### src/rtl/bram_arbiter_if.sv
// bram_arbiter_if: one requester port of the BRAM arbiter (request handshake plus response pulse).
interface bram_arbiter_if #(
    parameter int ADDR_WIDTH = 9,
    parameter int DATA_WIDTH = 32
);
    logic                  valid;
    logic                  ready;
    logic                  write;
    logic [ADDR_WIDTH-1:0] address;
    logic [DATA_WIDTH-1:0] wdata;
    logic                  resp_valid;
    logic [DATA_WIDTH-1:0] resp_data;
    modport master (output valid, write, address, wdata, input ready, resp_valid, resp_data);
    modport slave (input valid, write, address, wdata, output ready, resp_valid, resp_data);
endinterface

### src/rtl/bram_arbiter.sv
// bram_arbiter: shares one single-port BRAM between two requesters and routes responses back.
// Define BRAM_ARB_ROUND_ROBIN_EN for round-robin tie-break; otherwise port 0 has fixed priority.
module bram_arbiter #(
    parameter int ADDR_WIDTH = 9,
    parameter int DATA_WIDTH = 32,
    parameter int READ_LATENCY = 1
) (
    input  logic                  clock,
    input  logic                  reset,
    bram_arbiter_if.slave         p0,
    bram_arbiter_if.slave         p1,
    output logic                  ram_enable,
    output logic                  write_enable,
    output logic [ADDR_WIDTH-1:0] address,
    output logic [DATA_WIDTH-1:0] input_data,
    input  logic [DATA_WIDTH-1:0] output_data
);
    localparam int L = READ_LATENCY;
    logic                  grant0, grant1;
    logic                  ram_enable_q, ram_enable_d, write_enable_q, write_enable_d;
    logic [ADDR_WIDTH-1:0] address_q, address_d;
    logic [DATA_WIDTH-1:0] input_data_q, input_data_d;
    logic [L:0]            tag_v_q, tag_v_d, tag_p_q, tag_p_d, tag_w_q, tag_w_d;
    logic                  resp0_valid_q, resp0_valid_d, resp1_valid_q, resp1_valid_d;
    logic [DATA_WIDTH-1:0] resp0_data_q, resp0_data_d, resp1_data_q, resp1_data_d, rdata;
`ifdef BRAM_ARB_ROUND_ROBIN_EN
    logic last_grant_q, last_grant_d;
    assign grant0 = !reset && p0.valid && (!p1.valid || last_grant_q);
    assign last_grant_d = grant0 ? 1'b0 : grant1 ? 1'b1 : last_grant_q;
`else
    assign grant0 = !reset && p0.valid;
`endif
    assign grant1 = !reset && p1.valid && !grant0;
    assign p0.ready = grant0;
    assign p1.ready = grant1;
    always_comb begin
        ram_enable_d   = grant0 || grant1;
        write_enable_d = grant0 ? p0.write : (grant1 && p1.write);
        address_d      = grant0 ? p0.address : grant1 ? p1.address : address_q;
        input_data_d   = grant0 ? p0.wdata : grant1 ? p1.wdata : input_data_q;
        // tags ride alongside the request until the BRAM data is due
        tag_v_d        = {tag_v_q[L-1:0], ram_enable_d};
        tag_p_d        = {tag_p_q[L-1:0], grant1};
        tag_w_d        = {tag_w_q[L-1:0], write_enable_d};
        rdata          = tag_w_q[L] ? '0 : output_data;
        resp0_valid_d  = tag_v_q[L] && !tag_p_q[L];
        resp1_valid_d  = tag_v_q[L] && tag_p_q[L];
        resp0_data_d   = resp0_valid_d ? rdata : resp0_data_q;
        resp1_data_d   = resp1_valid_d ? rdata : resp1_data_q;
    end
    always_ff @(posedge clock) begin
        if (reset) begin
            ram_enable_q   <= 1'b0;
            write_enable_q <= 1'b0;
            address_q      <= '0;
            input_data_q   <= '0;
            tag_v_q        <= '0;
            tag_p_q        <= '0;
            tag_w_q        <= '0;
            resp0_valid_q  <= 1'b0;
            resp1_valid_q  <= 1'b0;
            resp0_data_q   <= '0;
            resp1_data_q   <= '0;
        end else begin
            ram_enable_q   <= ram_enable_d;
            write_enable_q <= write_enable_d;
            address_q      <= address_d;
            input_data_q   <= input_data_d;
            tag_v_q        <= tag_v_d;
            tag_p_q        <= tag_p_d;
            tag_w_q        <= tag_w_d;
            resp0_valid_q  <= resp0_valid_d;
            resp1_valid_q  <= resp1_valid_d;
            resp0_data_q   <= resp0_data_d;
            resp1_data_q   <= resp1_data_d;
        end
    end
`ifdef BRAM_ARB_ROUND_ROBIN_EN
    always_ff @(posedge clock) begin
        last_grant_q <= reset ? 1'b1 : last_grant_d;
    end
`endif
    assign ram_enable    = ram_enable_q;
    assign write_enable  = write_enable_q;
    assign address       = address_q;
    assign input_data    = input_data_q;
    assign p0.resp_valid = resp0_valid_q;
    assign p1.resp_valid = resp1_valid_q;
    assign p0.resp_data  = resp0_data_q;
    assign p1.resp_data  = resp1_data_q;
endmodule

### src/flat_wrapper.sv
// flat-port wrapper written by rule: the top's interface ports become plain ports
module bram_arbiter_flat 
#(
    parameter int ADDR_WIDTH = 9,
    parameter int DATA_WIDTH = 32,
    parameter int READ_LATENCY = 1
)
  (clock, reset, ram_enable, write_enable, address, input_data, output_data, p0_valid, p0_write, p0_address, p0_wdata, p0_ready, p0_resp_valid, p0_resp_data, p1_valid, p1_write, p1_address, p1_wdata, p1_ready, p1_resp_valid, p1_resp_data);
  bram_arbiter_if #(.ADDR_WIDTH(ADDR_WIDTH), .DATA_WIDTH(DATA_WIDTH)) p0_i ();
  bram_arbiter_if #(.ADDR_WIDTH(ADDR_WIDTH), .DATA_WIDTH(DATA_WIDTH)) p1_i ();
  input  logic clock;
  input  logic reset;
  output logic ram_enable;
  output logic write_enable;
  output logic [ADDR_WIDTH-1:0] address;
  output logic [DATA_WIDTH-1:0] input_data;
  input  logic [DATA_WIDTH-1:0] output_data;
  input wire logic [$bits(p0_i.valid)-1:0] p0_valid;
  input wire logic [$bits(p0_i.write)-1:0] p0_write;
  input wire logic [$bits(p0_i.address)-1:0] p0_address;
  input wire logic [$bits(p0_i.wdata)-1:0] p0_wdata;
  output wire logic [$bits(p0_i.ready)-1:0] p0_ready;
  output wire logic [$bits(p0_i.resp_valid)-1:0] p0_resp_valid;
  output wire logic [$bits(p0_i.resp_data)-1:0] p0_resp_data;
  input wire logic [$bits(p1_i.valid)-1:0] p1_valid;
  input wire logic [$bits(p1_i.write)-1:0] p1_write;
  input wire logic [$bits(p1_i.address)-1:0] p1_address;
  input wire logic [$bits(p1_i.wdata)-1:0] p1_wdata;
  output wire logic [$bits(p1_i.ready)-1:0] p1_ready;
  output wire logic [$bits(p1_i.resp_valid)-1:0] p1_resp_valid;
  output wire logic [$bits(p1_i.resp_data)-1:0] p1_resp_data;
  assign p0_i.valid = p0_valid;
  assign p0_i.write = p0_write;
  assign p0_i.address = p0_address;
  assign p0_i.wdata = p0_wdata;
  assign p0_ready = p0_i.ready;
  assign p0_resp_valid = p0_i.resp_valid;
  assign p0_resp_data = p0_i.resp_data;
  assign p1_i.valid = p1_valid;
  assign p1_i.write = p1_write;
  assign p1_i.address = p1_address;
  assign p1_i.wdata = p1_wdata;
  assign p1_ready = p1_i.ready;
  assign p1_resp_valid = p1_i.resp_valid;
  assign p1_resp_data = p1_i.resp_data;
  bram_arbiter #(.ADDR_WIDTH(ADDR_WIDTH), .DATA_WIDTH(DATA_WIDTH), .READ_LATENCY(READ_LATENCY)) u_core (.clock(clock), .reset(reset), .p0(p0_i), .p1(p1_i), .ram_enable(ram_enable), .write_enable(write_enable), .address(address), .input_data(input_data), .output_data(output_data));
endmodule
### config.mk
export PLATFORM = sky130hd
export DESIGN_NAME = bram_arbiter_flat
export DESIGN_NICKNAME = d
export VERILOG_FILES = /design/src/rtl/bram_arbiter_if.sv /design/src/rtl/bram_arbiter.sv /design/src/flat_wrapper.sv
export SDC_FILE = /design/constraint.sdc
export NUM_CORES = 1
export LEC_CHECK = 0
export CORE_ASPECT_RATIO = 0.7
export CORE_MARGIN = 2
export CORE_UTILIZATION = 30
export CTS_CLUSTER_SIZE = 24
export DETAILED_ROUTE_END_ITERATION = 8
export GPL_TIMING_DRIVEN = 1
export HOLD_SLACK_MARGIN = 0.1
export PLACE_DENSITY = 0.71
export SLEW_MARGIN = 40
export SYNTH_ARGS = -nofsm -noshare
export SYNTH_HDL_FRONTEND = slang
export SYNTH_SLANG_ARGS = --single-unit
### constraint.sdc
create_clock -name clock -period 1.49 [get_ports clock]
set_clock_uncertainty 0.1 [all_clocks]
set_input_delay 0.298 -clock clock [delete_from_list [all_inputs] [get_ports clock]]
set_output_delay 0.298 -clock clock [all_outputs]
set_load 0.1 [all_outputs]
==> flow_summary.ini, run 1 <==
[min_path]
holdCritStartpoint = p0_valid
hold_class = in -> reg
hold_depth = 3
min_to = u_core.input_data[17]

[floorplanning]
ioPinCount = 231
die-area_um2 = 17000
core_region_area_um2 = 15500
dieWidth_um = 155
start_util_pct = 30.8
num_rows = 38
die_h_um = 110

[worst_setup_path]
rr_endpoint = u_core.p1.resp_data[17]
cp_slowest_cell = dfxtp_1
worst_path_largest_cell_delay_ps = 390
cp_max_fo = 2
rrSetupSlack_ps = 260
worst-endpoint-required_ps = 1090
worstSetupEndpointType = primary output
crit_family = flip-flops
criticalPathCategory = reg -> out
cp_cell_sequence = buf_12
reg2reg_depth = 4
critPathBufInv = 1
cp-start-kind = flop
timing.rr.start = u_core.tag_p_q[1]
crit_arrival_ps = 990

[drt]
dr_wl_met2_um = 6900
dr.max_layer_used = met4
wl_per_cell_um = 15.4
first_pass_iters = 6
drc = 0
postRouteAntennaNets = 0
met1_length_um = 6550
routed_via_density = 4.43
dr_wl_met3_um = 1120
drt_wl_total_um = 14700
drtIter0Drc = 161
dr_total_vias = 4237

[clock_tree]
cts_setup_buffers = 0
cts-root-buf = clkbuf_16
clkLatencyLatePin_ps = 400
cts_made_buffers = 17
cts.repair.resized = 0
clock_path_buffers = 2
tritoncts = built
cts.sinks = 113
h-tree-depth = 4
clkTransAtPathRegs_ps = 60

[logic_synthesis]
synth_area_um2 = 4790
postSynthCellCount = 517
synth_top_cell_by_area = dfxtp_1
avgSynthCellArea_um2 = 9.26
syn-num-nets = 637
yosysWarnings = 0
synth_top_area_share_pct = 47.2
ys_seq_area_share_pct = 47.2
ys_seq_elements = 113
synth.area.top_cells = dfxtp_1 47%, mux2_4 11%, nand2_1 10%
post_synth_num_cell_types = 19

[global_routing]
grt_start_max_net_pins = 88
grt_pass1_wl_um = 23000
grt_use_total_pct = 17.7
antenna_found_initial = 0
grt-ovfl-total = 0
grt_pass1_vias = 4148

[timing]
tightest_slew_ps = 409
setup_ws_ps = 101
rsz0062_at_grt = false
hold_ws_ps = 243
hold_violations = 0
period_minus_slack_ps = 1390
setup_violations = 0
relSlewSlack_pct = 72.7
drv_slew = 0
setup-tns-final_ps = 0
fmax_ghz = 0.720
period_share_pct = 93.2

[power_and_ir_drop]
clkPwrFrac_pct = 41.3
p_comb_share_pct = 24.6
power_density_nw_per_um2 = 1070
p_int_mw = 6.71
p_sw_mw = 3.00
swShare_pct = 30.9
leakagePower_nw = 3.65
p_seq_share_pct = 34.1
ir_drop_uv = 697

[outcome]
status = completed

[placement]
port_buffers = 230
routabilityCongestion = 0.773
dpl_worst_slack_ps = 20.2
dp_cells = 922
hpwl_um = 10400
dpl_cell_area_um2 = 8460

[finish]
layout-drive-gt1-share_pct = 32.5
diodes = 0
syn_to_final_growth_pct = 89.4
final_cells = 956
fin_area_um2 = 9070
nets = 863
n_fill_cell = 1300

[run]
drv_cap = 0
[cell usage after synthesis, drive strengths merged]
master,n
nand3b,1
and2,1
buf,27
nor2b,37
dfxtp,113
clkbuf,13
mux2,41
nand2,130
nor3b,3
nand2b,1
nor2,43
and3b,1
a21oi,65
mux2i,41
[layout by cell type (no fill, tap or decap), drive strengths merged]
cell type	n
mux2	41
nand3b	1
mux2i	41
clkinvlp	5
dlygate4sd3	2
nand2b	1
clkinv	4
clkdlybuf4s50	116
a21oi	65
nor3b	3
nor2	43
and2	1
dfxtp	113
bufinv	2
inv	4
nand2	130
and3b	1
clkbuf	17
nor2b	37
buf	129
[how the worst max path moves through the flow]
stage / start / to / slack, ps / cells past startpoint
floorplan: p0_valid / p1_ready / -310 / 3
global placement: p1_valid / u_core.address[2] / 60 / 5
detailed placement: p1_valid / u_core.input_data[23] / 20 / 5
CTS: u_core.p0.resp_data[22] / p0_resp_data[22] / 80 / 1
global route: u_core.tag_v_q[0] / ram_enable / 40 / 1
finish: u_core.p0.resp_data[23] / p0_resp_data[23] / 100 / 1
[layout make-up]
type | instances | area (um2) | share of cell area (%)
multi-input cells | 364 | 2290 | 25.2
flip-flops and latches | 113 | 2310 | 25.5
well taps | 200 | 250 | 2.76
repair buffers | 247 | 3630 | 40.1
clock inverters | 15 | 160 | 1.77
clock buffers | 17 | 425 | 4.69
[registers in the layout, indices dropped and copies added (netlist names)]
register	count
u_core.p0.resp_data	32
u_core.p1.resp_data	32
u_core.tag_v_q	2
u_core.address	9
u_core.p1.resp_valid	1
u_core.tag_p_q	2
u_core.tag_w_q	2
u_core.p0.resp_valid	1
u_core.input_data	32
[through the flow]
step / power, mW / utilization [%]
floorplan: 4.77 / -
global placement: 5.76 / 54.4
detailed placement: 5.78 / 54.4
CTS: 9.83 / 58.3
global route: 10.1 / 58.3
finish: 9.71 / 58.3
[cells by family after synthesis]
family | after synthesis | synth area share [%]
AO/OA/AOI/OAI | 65 | 6.79
buffers and inverters | 40 | 5.46
flip-flops | 113 | 47.2
multiplexers | 82 | 21.0
AND/OR/NAND/NOR | 217 | 19.5
[worst register-to-register path, delay by kind of cell, from the launching register on]
| family | cells | cell delay, ps |
|---|---|---|
| compound gates | 1 | 170 |
| buf+inv | 1 | 350 |
| flops | 1 | 350 |
| simple gates | 2 | 190 |
[routing by layer]
metal | vias up | GRT usage, %
met1 | 1943 | 21.9
met3 | 12 | 6.35
met5 | - | 0
li1 | 2139 | -
met4 | 0 | 6.28
met2 | 143 | 28.6
[power by group through the flow]
| stage | Combinational [mW] | Clock (mW) | Sequential (mW) |
|---|---|---|---|
| after global routing | 2.49 | 4.26 | 3.33 |
| after CTS | 2.41 | 4.11 | 3.31 |
| after global placement | 2.38 | 0 | 3.38 |
| final | 2.39 | 4.01 | 3.31 |
| after floorplan | 0.559 | 0 | 4.21 |
| after detailed placement | 2.40 | 0 | 3.38 |
[repair_timing]
action | in CTS | in global routing
endpoints found under the setup margin | 0 | 0
hold endpoints to repair | 4 | 0
hold buffers | 2 | 0
No activity file was read; power rests on OpenSTA's default activity.
==> inputs of run 2 (changes only) <==
--- a/config.mk
+++ b/config.mk
@@ -7,12 +7,12 @@
 export LEC_CHECK = 0
 export CORE_ASPECT_RATIO = 0.7
 export CORE_MARGIN = 2
-export CORE_UTILIZATION = 30
+export CORE_UTILIZATION = 41
 export CTS_CLUSTER_SIZE = 24
 export DETAILED_ROUTE_END_ITERATION = 8
 export GPL_TIMING_DRIVEN = 1
 export HOLD_SLACK_MARGIN = 0.1
-export PLACE_DENSITY = 0.71
+export PLACE_DENSITY = 0.9
 export SLEW_MARGIN = 40
 export SYNTH_ARGS = -nofsm -noshare
 export SYNTH_HDL_FRONTEND = slang
==> flow_summary.ini, run 2 (synthesis results as in run 1) <==
[outcome]
status = completed

[timing]
setup_ws_ps = 96.4
period_minus_slack_ps = 1390
rsz0062_at_grt = false
hold_violations = 0
tightest_slew_ps = 374
fmax_ghz = 0.718
setup_violations = 0
period_share_pct = 93.5
relSlewSlack_pct = 75.1
hold_ws_ps = 238
setup-tns-final_ps = 0
drv_slew = 0

[floorplanning]
core_region_area_um2 = 11200
ioPinCount = 231
dieWidth_um = 133
die_h_um = 94.4
start_util_pct = 42.7
die-area_um2 = 12600
num_rows = 32

[global_routing]
grt_use_total_pct = 25.0
antenna_found_initial = 0
grt_pass1_vias = 4883
grt_start_max_net_pins = 85
grt_pass1_wl_um = 24600
grt-ovfl-total = 0

[finish]
fin_area_um2 = 9030
final_common_cell = nand2_1
diodes = 0
nets = 860
syn_to_final_growth_pct = 88.7
layout-drive-gt1-share_pct = 32.4
final_cells = 906
post-route-util_pct = 80.6
most-common-layout-cells = 130 x nand2_1, 118 x buf_12, 116 x clkdlybuf4s50_1, 72 x dfxtp_1, 65 x a21oi_1

[clock_tree]
h-tree-depth = 4
cts.sinks = 113
cts_setup_buffers = 0
clock_path_buffers = 2
cts_made_buffers = 17
tritoncts = built
clkTransAtPathRegs_ps = 60
cts.repair.resized = 0
clkLatencyLatePin_ps = 390
postCtsHoldBufs = 0
cts-root-buf = clkbuf_16

[power_and_ir_drop]
swShare_pct = 28.6
power_density_nw_per_um2 = 1120
p_seq_share_pct = 32.7
leakagePower_nw = 3.68
ir_drop_uv = 907
clkPwrFrac_pct = 43.6
p_int_mw = 7.24
finalPower_mw = 10.1
p_comb_share_pct = 23.7
p_sw_mw = 2.90

[worst_setup_path]
cp_slowest_cell = dfxtp_1
criticalPathCategory = reg -> out
cp_max_fo = 2
worst-endpoint-required_ps = 1090
crit_arrival_ps = 1000
critPathBufInv = 1
worstSetupEndpointType = primary output
cp-start-kind = flop
worst_path_largest_cell_delay_ps = 400
crit_family = flip-flops
cp_cell_sequence = buf_12

[placement]
dp_cells = 874
port_buffers = 230
dpl_worst_slack_ps = 26.9
hpwl_um = 11500
dpl_cell_area_um2 = 8380
routabilityCongestion = 0.831

[run]
drv_cap = 0

[drt]
drtIter0Drc = 225
wl_per_cell_um = 17.4
drc = 0
dr_total_vias = 4546
postRouteAntennaNets = 0
routed_via_density = 5.02
drt_wl_total_um = 15700
first_pass_iters = 4

[min_path]
hold_class = in -> reg
run 2: worst paths after layout:
| path | startpoint | end | slack (ps) | cells after the start |
|---|---|---|---|---|
| worst max-delay path | u_core.p0.resp_data[28] | p0_resp_data[28] | 100 | 1 |
| worst max register to register | u_core.tag_p_q[1] | u_core.p1.resp_data[24] | 210 | 4 |
| worst min-delay path | p0_valid | u_core.input_data[15] | 240 | 3 |
| worst min register to register | u_core.tag_p_q[0] | u_core.tag_p_q[1] | 350 | 1 |
run 2: routing by layer:
metal	track usage (%)	part of all wire, %	up-vias
li1	-	-	2141
met1	26.8	38	2173
met2	47.6	53	199
met3	6.92	6.8	33
met4	9.04	2.4	0
met5	0	0	-
run 2: worst reg2reg max path, stage by stage, from the launching register on:
cell and delay (ps):
dfxtp_1 420, and2_1 210, buf_12 210, nand2_1 110, a21oi_1 170
run 2: layout make-up:
type	instances	area, um2
clock inverter	13	206
clock buffer	19	443
timing repair buffer	244	3590
multi-input combinational	364	2290
fill	656	2180
sequential	113	2310
tap	153	191
run 2: power by group through the flow:
stage	clock [mW]	combinational, mW	sequential [mW]
finish	4.42	2.40	3.32
global route	4.64	2.48	3.33
CTS	4.49	2.41	3.32
detailed placement	0	2.40	3.38
global placement	0	2.35	3.37
floorplan	0	0.559	4.21
